File: config.mk
export PLATFORM = sky130hd
export DESIGN_NAME = cic_i_scaler
export DESIGN_NICKNAME = d
export VERILOG_FILES = /design/src/rtl/cic_i_scaler.sv
export SDC_FILE = /design/constraint.sdc
export NUM_CORES = 1
export LEC_CHECK = 0
export BUFFER_PORTS_ARGS = -buffer_cell sky130_fd_sc_hd__buf_2
export CORE_UTILIZATION = 50
export CTS_CLUSTER_SIZE = 40
export DETAILED_ROUTE_END_ITERATION = 6
export HOLD_SLACK_MARGIN = 0.02
export PLACE_DENSITY = 0.7
export SLEW_MARGIN = 10
export SYNTH_ARGS = -nofsm -noshare
export SYNTH_HDL_FRONTEND = slang
export SYNTH_SLANG_ARGS = --single-unit
File: constraint.sdc
create_clock -name clk -period 3.4 [get_ports clk]
set_clock_uncertainty 0.1 [all_clocks]
set_input_delay 0.17 -clock clk [delete_from_list [all_inputs] [get_ports clk]]
set_output_delay 0.17 -clock clk [all_outputs]
set_load 0.05 [all_outputs]
File: src/rtl/cic_i_scaler.sv
// cic_i_scaler: removes the CIC gain from the interpolator output with a
// rounding arithmetic right shift, saturates to the consumer word width and
// buffers samples in a show-ahead FIFO behind a valid/ready handshake.
// Sticky saturation and drop flags are kept for status registers.
module cic_i_scaler #(
    parameter int unsigned iw    = 14,
    parameter int unsigned ow    = 8,
    parameter int unsigned shift = 6,
    parameter int unsigned depth = 4
) (
    input  logic                         clk,
    input  logic                         reset_n,
    input  logic                         in_dv,
    input  logic signed [iw-1:0]         data_in,
    input  logic                         clr_flags,
    input  logic                         out_ready,
    output logic signed [ow-1:0]         data_out,
    output logic                         out_valid,
    output logic [$clog2(depth+1)-1:0]   level,
    output logic                         sat_flag,
    output logic                         drop_flag
);

    localparam int unsigned aw      = $clog2(depth);
    localparam int unsigned lw      = $clog2(depth + 1);
    localparam int unsigned rnd_pos = (shift > 0) ? shift - 1 : 0;

    // Half-LSB of the post-shift result, added before the shift for round-half-up.
    localparam logic signed [iw:0] rnd   = (shift > 0) ? ((iw + 1)'(1) << rnd_pos) : '0;
    // Clip limits expressed at the pre-clip width; min is the two's complement of max+1.
    localparam logic signed [iw:0] q_max = (iw + 1)'((64'(1) << (ow - 1)) - 64'(1));
    localparam logic signed [iw:0] q_min = ~q_max;

    logic                  v1;
    logic signed [iw:0]    r1;
    logic                  v2;
    logic                  c2;
    logic signed [ow-1:0]  s2;

    logic signed [iw:0]    q_c;
    logic                  clip_c;
    logic signed [ow-1:0]  sat_val_c;

    logic signed [ow-1:0]  mem [depth];
    logic [aw-1:0]         wr_ptr;
    logic [aw-1:0]         rd_ptr;

    logic                  full_c;
    logic                  pop_c;
    logic                  push_ok_c;
    logic                  drop_c;

    // Stage 1: sign-extend by one bit and add the rounding offset.
    always_ff @(posedge clk) begin
        if (!reset_n) begin
            v1 <= 1'b0;
            r1 <= '0;
        end else begin
            v1 <= in_dv;
            r1 <= {data_in[iw-1], data_in} + rnd;
        end
    end

    // Shift and clip the stage-1 value to the output range.
    always_comb begin
        q_c       = r1 >>> shift;
        clip_c    = 1'b0;
        sat_val_c = q_c[ow-1:0];
        if (q_c > q_max) begin
            clip_c    = 1'b1;
            sat_val_c = q_max[ow-1:0];
        end else if (q_c < q_min) begin
            clip_c    = 1'b1;
            sat_val_c = q_min[ow-1:0];
        end
    end

    // Stage 2: register the clipped sample and its clip indication.
    always_ff @(posedge clk) begin
        if (!reset_n) begin
            v2 <= 1'b0;
            c2 <= 1'b0;
            s2 <= '0;
        end else begin
            v2 <= v1;
            c2 <= clip_c & v1;
            s2 <= sat_val_c;
        end
    end

    // FIFO control: a push into a full FIFO succeeds only when a pop frees a slot.
    always_comb begin
        full_c    = (level == lw'(depth));
        pop_c     = out_valid & out_ready;
        push_ok_c = v2 & (~full_c | pop_c);
        drop_c    = v2 & full_c & ~pop_c;
    end

    // FIFO storage, pointers and occupancy.
    always_ff @(posedge clk) begin
        if (!reset_n) begin
            for (int i = 0; i < int'(depth); i++) begin
                mem[i] <= '0;
            end
            wr_ptr <= '0;
            rd_ptr <= '0;
            level  <= '0;
        end else begin
            if (push_ok_c) begin
                mem[wr_ptr] <= s2;
                wr_ptr      <= wr_ptr + aw'(1);
            end
            if (pop_c) begin
                rd_ptr <= rd_ptr + aw'(1);
            end
            level <= level + lw'(push_ok_c) - lw'(pop_c);
        end
    end

    // Sticky status flags; a set event beats a simultaneous clear.
    always_ff @(posedge clk) begin
        if (!reset_n) begin
            sat_flag  <= 1'b0;
            drop_flag <= 1'b0;
        end else begin
            sat_flag  <= c2 | (sat_flag & ~clr_flags);
            drop_flag <= drop_c | (drop_flag & ~clr_flags);
        end
    end

    // Show-ahead head of FIFO and valid derived from the registered level.
    always_comb begin
        data_out  = mem[rd_ptr];
        out_valid = (level != '0);
    end

endmodule

==> results of run 1 <==
==> where the power goes <==
part | switching, W | internal (W) | total [W]
registers | 0.0000744 | 0.000859 | 0.000933
clock network | 0.000266 | 0.000407 | 0.000673
logic | 0.000285 | 0.000176 | 0.000461
==> path summary, 6_finish.rpt <==
| check | from | end | cells past startpoint | slack (ns) |
|---|---|---|---|---|
| worst min-delay path | data_in[10] | r1[10]$_SDFF_PN0_ | 3 | 0.04 |
| worst min register to register | v1$_SDFF_PN0_ | v2$_SDFF_PN0_ | 1 | 0.35 |
| worst max-delay path | level[0]$_SDFF_PN0_ | level[2]$_SDFF_PN0_ | 10 | 0.68 |
| worst max register to register | level[0]$_SDFF_PN0_ | level[2]$_SDFF_PN0_ | 10 | 0.68 |
==> per-stage QoR <==
step / instance area [µm²] / hold slack [ns] / power, W / worst slack [ns]
floorplan: 2700 / 0.197 / 0.00132 / 0.457
global placement: 2890 / 0.277 / 0.00141 / 0.742
detailed placement: 2890 / 0.279 / 0.00141 / 0.705
CTS: 3120 / 0.0275 / 0.00209 / 0.685
global route: 3120 / 0.0371 / 0.00218 / 0.515
finish: 3120 / 0.0399 / 0.00207 / 0.678
==> worst max-delay path, cell delays in order, from the launching register on <==
cell and delay [ns]:
dfxtp_1 0.38, or4b_4 0.57, and2_1 0.28, inv_2 0.11, ha_1 0.13, inv_1 0.04, ha_1 0.19, fa_1 0.38
xor2_1 0.16, xnor2_1 0.13, and2_1 0.15
==> cells in the final DEF, fill, tap and decap left out, types with 3 or more instances in the layout <==
cell,n
clkbuf_8,9
and3_1,8
edfxtp_1,32
xor2_1,3
inv_1,3
mux4_2,8
dfxtp_1,31
buf_2,27
dlygate4sd3_1,3
ha_1,3
or3_1,3
nand2_1,14
xnor2_1,5
and2_1,44
o21ai_0,9
nor2_1,9
nor2b_1,5
nand3_1,3
nand2b_1,4
o31ai_1,3
==> cell families after synthesis <==
| family | synth area share [%] |
|---|---|
| simple gates | 22.2 |
| fa+ha+maj | 2.13 |
| mux | 7.05 |
| compound gates | 5.10 |
| flops | 58.7 |
| xor+xnor | 2.60 |
| buf+inv | 2.27 |
==> flip-flops by register name (all words and copies together) (netlist names), named ones only <==
name / cells
mem: 32
r1: 9
s2: 8
level: 3
rd_ptr: 2
wr_ptr: 2
c2: 1
drop_flag: 1
sat_flag: 1
v1: 1
v2: 1
==> layout make-up <==
class	instances	area (µm²)
Fill cell	441	2020
Tap cell	70	87.6
Clock inverter	5	72.6
Timing Repair Buffer	32	180
Sequential cell	63	1580
Inverter	4	15.0
Multi-Input combinational cell	143	1050
Clock buffer	11	131
==> per-layer routing <==
metal  vias up  track usage (%)
met3         6             7.94
li1        844                -
met4         0             7.82
met2        37             25.3
met1       735             21.6
met5         -                0
==> repair_timing <==
action / 4_1_cts / 5_1_grt
setup buffers: 0 / 0
endpoints found under the hold margin: 4 / 0
hold buffers: 3 / 0
==> flow_summary_export.csv, run 1 <==
group,metric,value,unit
outcome,outcome,"complete, no violations",
timing,final-setup-viol-count,0,
logic_synthesis,synth-seq-area-share,58.7,%
cts,cts_buffers,9,
timing,period_share,80.0,%
timing,finalHoldViolCount,0,
power_and_ir_drop,cellPowerDensity,662,mW/mm²
logic_synthesis,syn-instance-count,220,
logic_synthesis,synth_warnings,0,
logic_synthesis,synth_common_cells,"and2_1 (44), edfxtp_1 (32), dfxtp_1 (31)",
logic_synthesis,synth_ff_type,"edfxtp_1",
detailed_routing,wl_met2,1810,µm
logic_synthesis,ys_ff_latch,63,
floorplan,die_h,75.4,µm
logic_synthesis,synth.most_common_cell,"and2_1",
cells_and_area,area_growth_syn_to_layout,15.8,%
global_route,track_usage,17.2,%
floorplan,die_x,75.4,µm
cts,cts_root_buf,"clkbuf_8",
timing,fin_setup_tns,0,ns
floorplan,rows,26,
logic_synthesis,synth_top_cell_by_area,"edfxtp_1",
setup_path,worstPathArrival,2.85,ns
min_path,min-delay-path-class,"input port to register",
logic_synthesis,synth-edff-count,32,
power_and_ir_drop,ir_drop,0.408,mV
power_and_ir_drop,power.leakage,1.23,nW
cells_and_area,antennaDiodeCount,0,
cells_and_area,post_layout_nonfiller_instances,328,
cts,clk_latency,0.33,ns
timing,rsz0062_at_grt,"no",
cts,htreeDepth,3,
detailed_routing,drt_wl_total,4050,µm
global_route,antenna_found_initial,0,
timing,tightest_slew,0.797,ns
detailed_routing,wl_met3,153,µm
timing,final.min_clock_period,2.72,ns
detailed_routing,via_count,1622,
setup_path,cp_max_fo,10,
logic_synthesis,syn_nets,243,
detailed_routing,drt_iter0_drc,70,
cts,cts_sinks,63,
setup_path,crit_path_end_kind,"register",
floorplan,initial_utilization,52.5,%
floorplan,dieArea,0.00569,mm²
logic_synthesis,ys_types,38,
global_route,gr-total-overflow,0,
placed_design,gp_congestion,0.754,
cts,post_cts_resized,0,
floorplan,ioPinCount,33,
cts,path_clk_slew,0.07,ns
cts,cts_tree,"done",
detailed_routing,drt.antenna.violating_nets,0,
global_route,grt_pass1_wl,6870,µm
detailed_routing,first_pass_iters,4,
detailed_routing,vias_per_cell,4.95,
flow_run,maxCapViolations,0,
logic_synthesis,synthArstFlopShare,0,%
logic_synthesis,yosys-top-cells-area,"edfxtp_1 (36%), dfxtp_1 (23%), and2_1 (10%)",
cts,cts_buffer_depth,2,
logic_synthesis,avgSynthCellArea,12.3,µm²
cells_and_area,fin_util,60.7,%
cells_and_area,drive_above_1_share,20.9,%
timing,slew_viol_final,0,
setup_path,path_class,"register to register",
timing,slew_headroom,46.5,%
floorplan,core_area,0.00514,mm²
detailed_routing,wirelength_met1,2000,µm
timing,max_freq,367,MHz
detailed_routing,routed.top_layer,"met4",
logic_synthesis,yosys.area.top_type_share,35.6,%
detailed_routing,wire_per_inst,12.3,µm
setup_path,cp.required,3.52,ns
detailed_routing,drc_errors,0,
placed_design,portBuffers,27,
global_route,grt_pass1_vias,1471,
global_route,grt_max_degree,47,
placed_design,post-dp-hpwl,2760,µm
placed_design,place_inst,309,
cells_and_area,fin_nets,276,
logic_synthesis,syn-cell-area,0.00270,mm²
setup_path,critical_path.startpoint_type,"register",
Note: power is estimated with default switching activity, not from simulation.
==> run 2, diff against run 1 <==
- PLACE_DENSITY: 0.7 -> 0.73
- clock period: 3.4 -> 2.5 ns (I/O delays scaled with it)
==> flow_summary_export.csv, run 2 (synthesis results as in run 1) <==
group,metric,value,unit
floorplan,initial_utilization,52.5,%
placed_design,post-dp-hpwl,2980,µm
cells_and_area,fin_util,62.4,%
detailed_routing,first_pass_iters,4,
cells_and_area,final_common_cell,"and2_1",
floorplan,rows,26,
power_and_ir_drop,cellPowerDensity,848,mW/mm²
global_route,grt_max_degree,32,
cells_and_area,drive_above_1_share,25.5,%
floorplan,core_area,0.00514,mm²
floorplan,ioPinCount,33,
cells_and_area,nFillCells,435,
detailed_routing,drc_errors,0,
power_and_ir_drop,ir_drop,0.379,mV
global_route,track_usage,17.7,%
detailed_routing,wire_per_inst,12.9,µm
detailed_routing,drt.antenna.violating_nets,0,
cells_and_area,largest_reg_flops,32,
global_route,grt_pass1_vias,1621,
cts,path_clk_slew,0.06,ns
global_route,gr-total-overflow,0,
timing,tightest_slew,0.584,ns
cells_and_area,top_regs,"mem x32, r1 x9, s2 x8",
flow_run,maxCapViolations,0,
detailed_routing,drt_wl_total,4360,µm
power_and_ir_drop,power.leakage,1.26,nW
floorplan,dieArea,0.00569,mm²
detailed_routing,via_count,1693,
cts,cts_sinks,63,
placed_design,portBuffers,27,
cells_and_area,seq_area,0.00159,mm²
outcome,outcome,"complete, no violations",
cts,post_cts_resized,0,
cts,cts_tree,"done",
timing,finalHoldViolCount,0,
min_path,min-delay-path-class,"input port to register",
global_route,antenna_found_initial,0,
setup_path,worst-r2r-setup-slack,0.08,ns
timing,final-setup-viol-count,0,
floorplan,die_x,75.4,µm
floorplan,die_h,75.4,µm
timing,period_share,97.0,%
setup_path,cp_max_fo,8,
cts,cts_root_buf,"clkbuf_8",
cells_and_area,multi_input_area,0.00108,mm²
cells_and_area,antennaDiodeCount,0,
cells_and_area,mostFrequentLayoutCells,"and2_1 (43), edfxtp_1 (32), dfxtp_1 (28)",
global_route,grt_pass1_wl,7200,µm
placed_design,gp_congestion,0.769,
timing,max_freq,412,MHz
timing,slew_headroom,61.0,%
placed_design,place_inst,312,
cells_and_area,area_growth_syn_to_layout,19.0,%
cells_and_area,top_register,"mem",
cts,clk_latency,0.32,ns
setup_path,critical_path.startpoint_type,"register",
setup_path,crit_path_end_kind,"register",
timing,final.min_clock_period,2.42,ns
cts,htreeDepth,3,
detailed_routing,vias_per_cell,5.02,
timing,slew_viol_final,0,
detailed_routing,drt_iter0_drc,129,
cts,cts_buffer_depth,2,
cells_and_area,fin_nets,285,
setup_path,cp.required,2.61,ns
setup_path,path_class,"register to register",
setup_path,worstPathArrival,2.54,ns
cts,cts_buffers,9,
cells_and_area,post_layout_nonfiller_instances,337,
==> run 2: cell types whose count changed in the layout (fill, tap and decap cells not counted), moves of 2 or more <==
cell	change
dfxtp_1	-3
ha_1	-2
clkbuf_8	+2
dfxtp_4	+3
dlygate4sd3_1	+3
ha_4	+2
bufinv_16	-2
clkbuf_1	+2
buf_4	+6
clkinv_1	-2
==> run 2: layout make-up <==
cell class	instances	area share, %
flip-flops and latches	63	49.6
clock buffers	15	5.19
repair buffers	41	7.96
inverters	4	0.546
well taps	70	2.73
multi-input cells	143	33.8
clock inverters	1	0.156
==> run 2: worst paths after layout <==
kind | from | endpoint | cells after the start
max | level[1]$_SDFF_PN0_ | level[2]$_SDFF_PN0_ | 10
min reg2reg | c2$_SDFF_PN0_ | sat_flag$_SDFF_PN0_ | 1
max reg2reg | level[1]$_SDFF_PN0_ | level[2]$_SDFF_PN0_ | 10
min | clr_flags | sat_flag$_SDFF_PN0_ | 3
==> run 2: stage by stage <==
stage	total power, W	setup slack [ns]	instance area (µm²)	TNS [ns]	hold WS [ns]
2_1_floorplan	0.00183	-0.00884	2740	-0.00884	0.152
3_3_place_gp	0.00195	0.104	2950	0	0.231
3_5_place_dp	0.00197	0.0527	2950	0	0.240
4_1_cts	0.00273	0.0353	3190	0	0.0211
5_1_grt	0.00284	-0.000342	3210	-0.000342	0.0387
6_report	0.00272	0.0753	3210	0	0.0296
==> run 2: repair_timing <==
action,4_1_cts,5_1_grt
setup endpoints to repair,0,1
hold endpoints to repair,6,0
buffers inserted,0,3
hold buffers,6,0
==> run 2: metal layers <==
layer  share of wire (%)  track usage, %
met5                   0               0
met4                 1.8            9.47
met3                 3.6            4.37
met2                  48            30.1
met1                  46            20.7
==> run 2: report_power, final <==
group / internal, W / switching, W / total, W / leakage (nW)
Combinational: 0.000268 / 0.000408 / 0.000676 / 0.585
Clock: 0.000414 / 0.000349 / 0.000763 / 0.0877
Sequential: 0.00118 / 0.000103 / 0.00128 / 0.589
==> run 2: critical path, cell delays in order, from the launching register on <==
cell and delay, ns:
dfxtp_4 0.37, or4b_4 0.54, and2_4 0.17, inv_4 0.06, ha_4 0.12, inv_2 0.03, ha_4 0.15, fa_2 0.35
xor2_1 0.16, xnor2_1 0.12, and2_1 0.14
==> run 3, diff against run 2 <==
- ABC_AREA: unset -> 1
==> flow_summary_export.csv, run 3 <==
group,metric,value,unit
power_and_ir_drop,p_int,0.00203,W
power_and_ir_drop,cellPowerDensity,950,mW/mm²
detailed_routing,drt_iter0_drc,83,
timing,period_share,83.8,%
setup_path,critical_path.startpoint_type,"register",
timing,fin_setup_tns,0,ns
timing,rsz0062_at_grt,"no",
global_route,grt.busiest_layer,"met2",
min_path,min-delay-path-class,"input port to register",
detailed_routing,wire_per_inst,12.0,µm
detailed_routing,vias_per_cell,4.86,
logic_synthesis,synth_ff_type,"edfxtp_1",
timing,max_freq,477,MHz
cts,cts_root_buf,"clkbuf_8",
cells_and_area,largest_reg_flops,32,
power_and_ir_drop,p_sw,0.00102,W
cts,postCtsHoldBufs,13,
logic_synthesis,ys_types,26,
logic_synthesis,synth-edff-count,32,
cells_and_area,drive_above_1_share,16.3,%
cts,cts_tree,"done",
logic_synthesis,synth_top_cell_by_area,"edfxtp_1",
setup_path,max_stage_delay,0.35,ns
cells_and_area,final_common_cell,"nor2_1",
power_and_ir_drop,switching_share,33.5,%
cts,htreeDepth,3,
logic_synthesis,synth_warnings,0,
floorplan,die_x,74.2,µm
detailed_routing,drt_wl_total,4940,µm
power_and_ir_drop,clock_power_share,33.6,%
setup_path,path_class,"register to register",
global_route,gr-usage-met3,3.66,%
global_route,met2_usage,38.0,%
placed_design,placed_area,0.00285,mm²
timing,final.min_clock_period,2.10,ns
cells_and_area,nFillCells,412,
setup_path,crit_path_end_kind,"register",
global_route,track_usage,20.7,%
cells_and_area,mostFrequentLayoutCells,"nor2_1 (73), inv_1 (45), edfxtp_1 (32)",
placed_design,post-dp-hpwl,3250,µm
setup_path,r2r_cells,11,
cts,cts_buffer_depth,2,
floorplan,initial_utilization,53.4,%
logic_synthesis,synth-seq-area-share,60.7,%
global_route,gr-total-overflow,0,
cts,cts_buffers,9,
outcome,outcome,"complete, no violations",
floorplan,rows,25,
logic_synthesis,syn-cell-area,0.00261,mm²
power_and_ir_drop,comb_power_share,26.9,%
cells_and_area,post_layout_nonfiller_instances,411,
cells_and_area,top_register,"mem",
power_and_ir_drop,seqPwrFrac,39.5,%
logic_synthesis,synth.most_common_cell,"nor2_1",
setup_path,slowest_stage,"fa_1",
timing,tightest_slew,0.831,ns
setup_path,critPathBufInv,3,
cts,cts_sinks,63,
cts,clk_latency,0.33,ns
setup_path,worst-r2r-setup-slack,0.40,ns
floorplan,ioPinCount,33,
cells_and_area,top_regs,"mem x32, r1 x9, s2 x8",
timing,slew_headroom,44.2,%
power_and_ir_drop,ir_drop,0.641,mV
logic_synthesis,avgSynthCellArea,9.09,µm²
logic_synthesis,yosys.area.top_type_share,36.9,%
floorplan,die_h,74.2,µm
logic_synthesis,synth_common_cells,"nor2_1 (73), inv_1 (45), edfxtp_1 (32)",
timing,slew_viol_final,0,
timing,finalHoldViolCount,0,
min_path,hp-start,"out_ready",
placed_design,place_inst,382,
setup_path,worstPathCellList,"nor2_1, nand2_2, nand2_1, inv_1, ha_1, inv_1, ha_1, fa_1, inv_1, o21ai_0, a21oi_1",
cells_and_area,multi_input_area,823,µm²
floorplan,core_area,0.00488,mm²
cells_and_area,area_growth_syn_to_layout,23.1,%
min_path,min_path_cells,4,
logic_synthesis,syn_nets,310,
timing,hold_ws,0.0578,ns
setup_path,cp_max_fo,3,
global_route,grt_pass1_vias,1957,
logic_synthesis,ys_ff_latch,63,
global_route,antenna_found_initial,0,
cells_and_area,stdcell_area,0.00321,mm²
placed_design,portBuffers,27,
setup_path,rr_startpoint,"level[0]$_SDFF_PN0_",
cts,postCtsSetupBuffers,0,
flow_run,maxCapViolations,0,
timing,final-setup-viol-count,0,
global_route,grt_max_degree,23,
cells_and_area,antennaDiodeCount,0,
global_route,grt_pass1_wl,8260,µm
setup_path,crit_family,"adder cells",
detailed_routing,drc_errors,0,
power_and_ir_drop,power.leakage,1.38,nW
setup_path,cp.required,2.67,ns
setup_path,worstPathArrival,2.26,ns
cells_and_area,seq_area,0.00158,mm²
detailed_routing,first_pass_iters,4,
placed_design,gp_congestion,0.737,
cells_and_area,fin_util,65.8,%
global_route,use_met1,21.9,%
logic_synthesis,yosys-top-cells-area,"edfxtp_1 (37%), dfxtp_1 (24%), nor2_1 (11%)",
cts,path_clk_slew,0.06,ns
detailed_routing,via_count,1997,
logic_synthesis,syn-instance-count,287,
logic_synthesis,synthArstFlopShare,0,%
setup_path,timing.critical_path.mode_cell,"inv_1",
detailed_routing,drt.antenna.violating_nets,0,
setup_path,regToRegEndpoint,"level[2]$_SDFF_PN0_",
floorplan,dieArea,0.00551,mm²
setup_path,crit_path_start,"level[0]$_SDFF_PN0_",
cells_and_area,fin_nets,362,
cts,post_cts_resized,0,
run 3: logic make-up (layout without fill, tap and decap cells):
group,count (synthesis),count (layout),share of synthesized area [%]
DFF,63,63,60.7
xor gates and xnor gates,1,1,0.336
and+or+nand+nor,124,124,20.0
buffers and inverters,52,109,7.87
adders and majority gates,4,4,2.21
AOI/OAI and AO/OA,43,43,8.92
run 3: stage by stage:
stage                     total power (W)  setup WS, ns
after detailed placement          0.00204         0.204
after global placement            0.00201         0.374
after floorplan                   0.00185        0.0835
after global routing              0.00322         0.178
after CTS                         0.00308         0.192
final                             0.00305         0.404
run 3: final cells by class:
cell class              count  share of cell area, %
inverters                  47                   5.49
clock buffers               9                   3.86
flip-flops and latches     63                   49.3
clock inverters             7                   3.47
repair buffers             46                   9.66
multi-input cells         172                   25.6
well taps                  67                   2.61
run 3: metal layers:
| layer | wire, µm | vias up |
|---|---|---|
| li1 | - | 1034 |
| met4 | 123 | 0 |
| met5 | 0 | - |
| met1 | 2100 | 914 |
| met3 | 151 | 11 |
| met2 | 2570 | 38 |
run 3: worst max-delay path by stage:
| stage | cells after the start | slack [ns] | to |
|---|---|---|---|
| global placement | 5 | 0.37 | mem[3][1]$_DFFE_PP_ |
| finish | 11 | 0.40 | level[2]$_SDFF_PN0_ |
| global route | 11 | 0.18 | level[2]$_SDFF_PN0_ |
| floorplan | 11 | 0.08 | level[2]$_SDFF_PN0_ |
| CTS | 4 | 0.19 | mem[3][5]$_DFFE_PP_ |
| detailed placement | 4 | 0.20 | mem[3][0]$_DFFE_PP_ |
run 3: power groups by stage:
stage / combinational, W / clock (W) / sequential, W
finish: 0.000821 / 0.00102 / 0.00120
global route: 0.000904 / 0.00110 / 0.00121
CTS: 0.000825 / 0.00104 / 0.00121
detailed placement: 0.000808 / 0 / 0.00123
global placement: 0.000790 / 0 / 0.00122
floorplan: 0.000569 / 0 / 0.00128
run 3: tightest hold or removal path: stages:
cell and delay (ns):
buf_2 0.09, nand2_1 0.08, nand2_1 0.06, a21oi_1 0.07
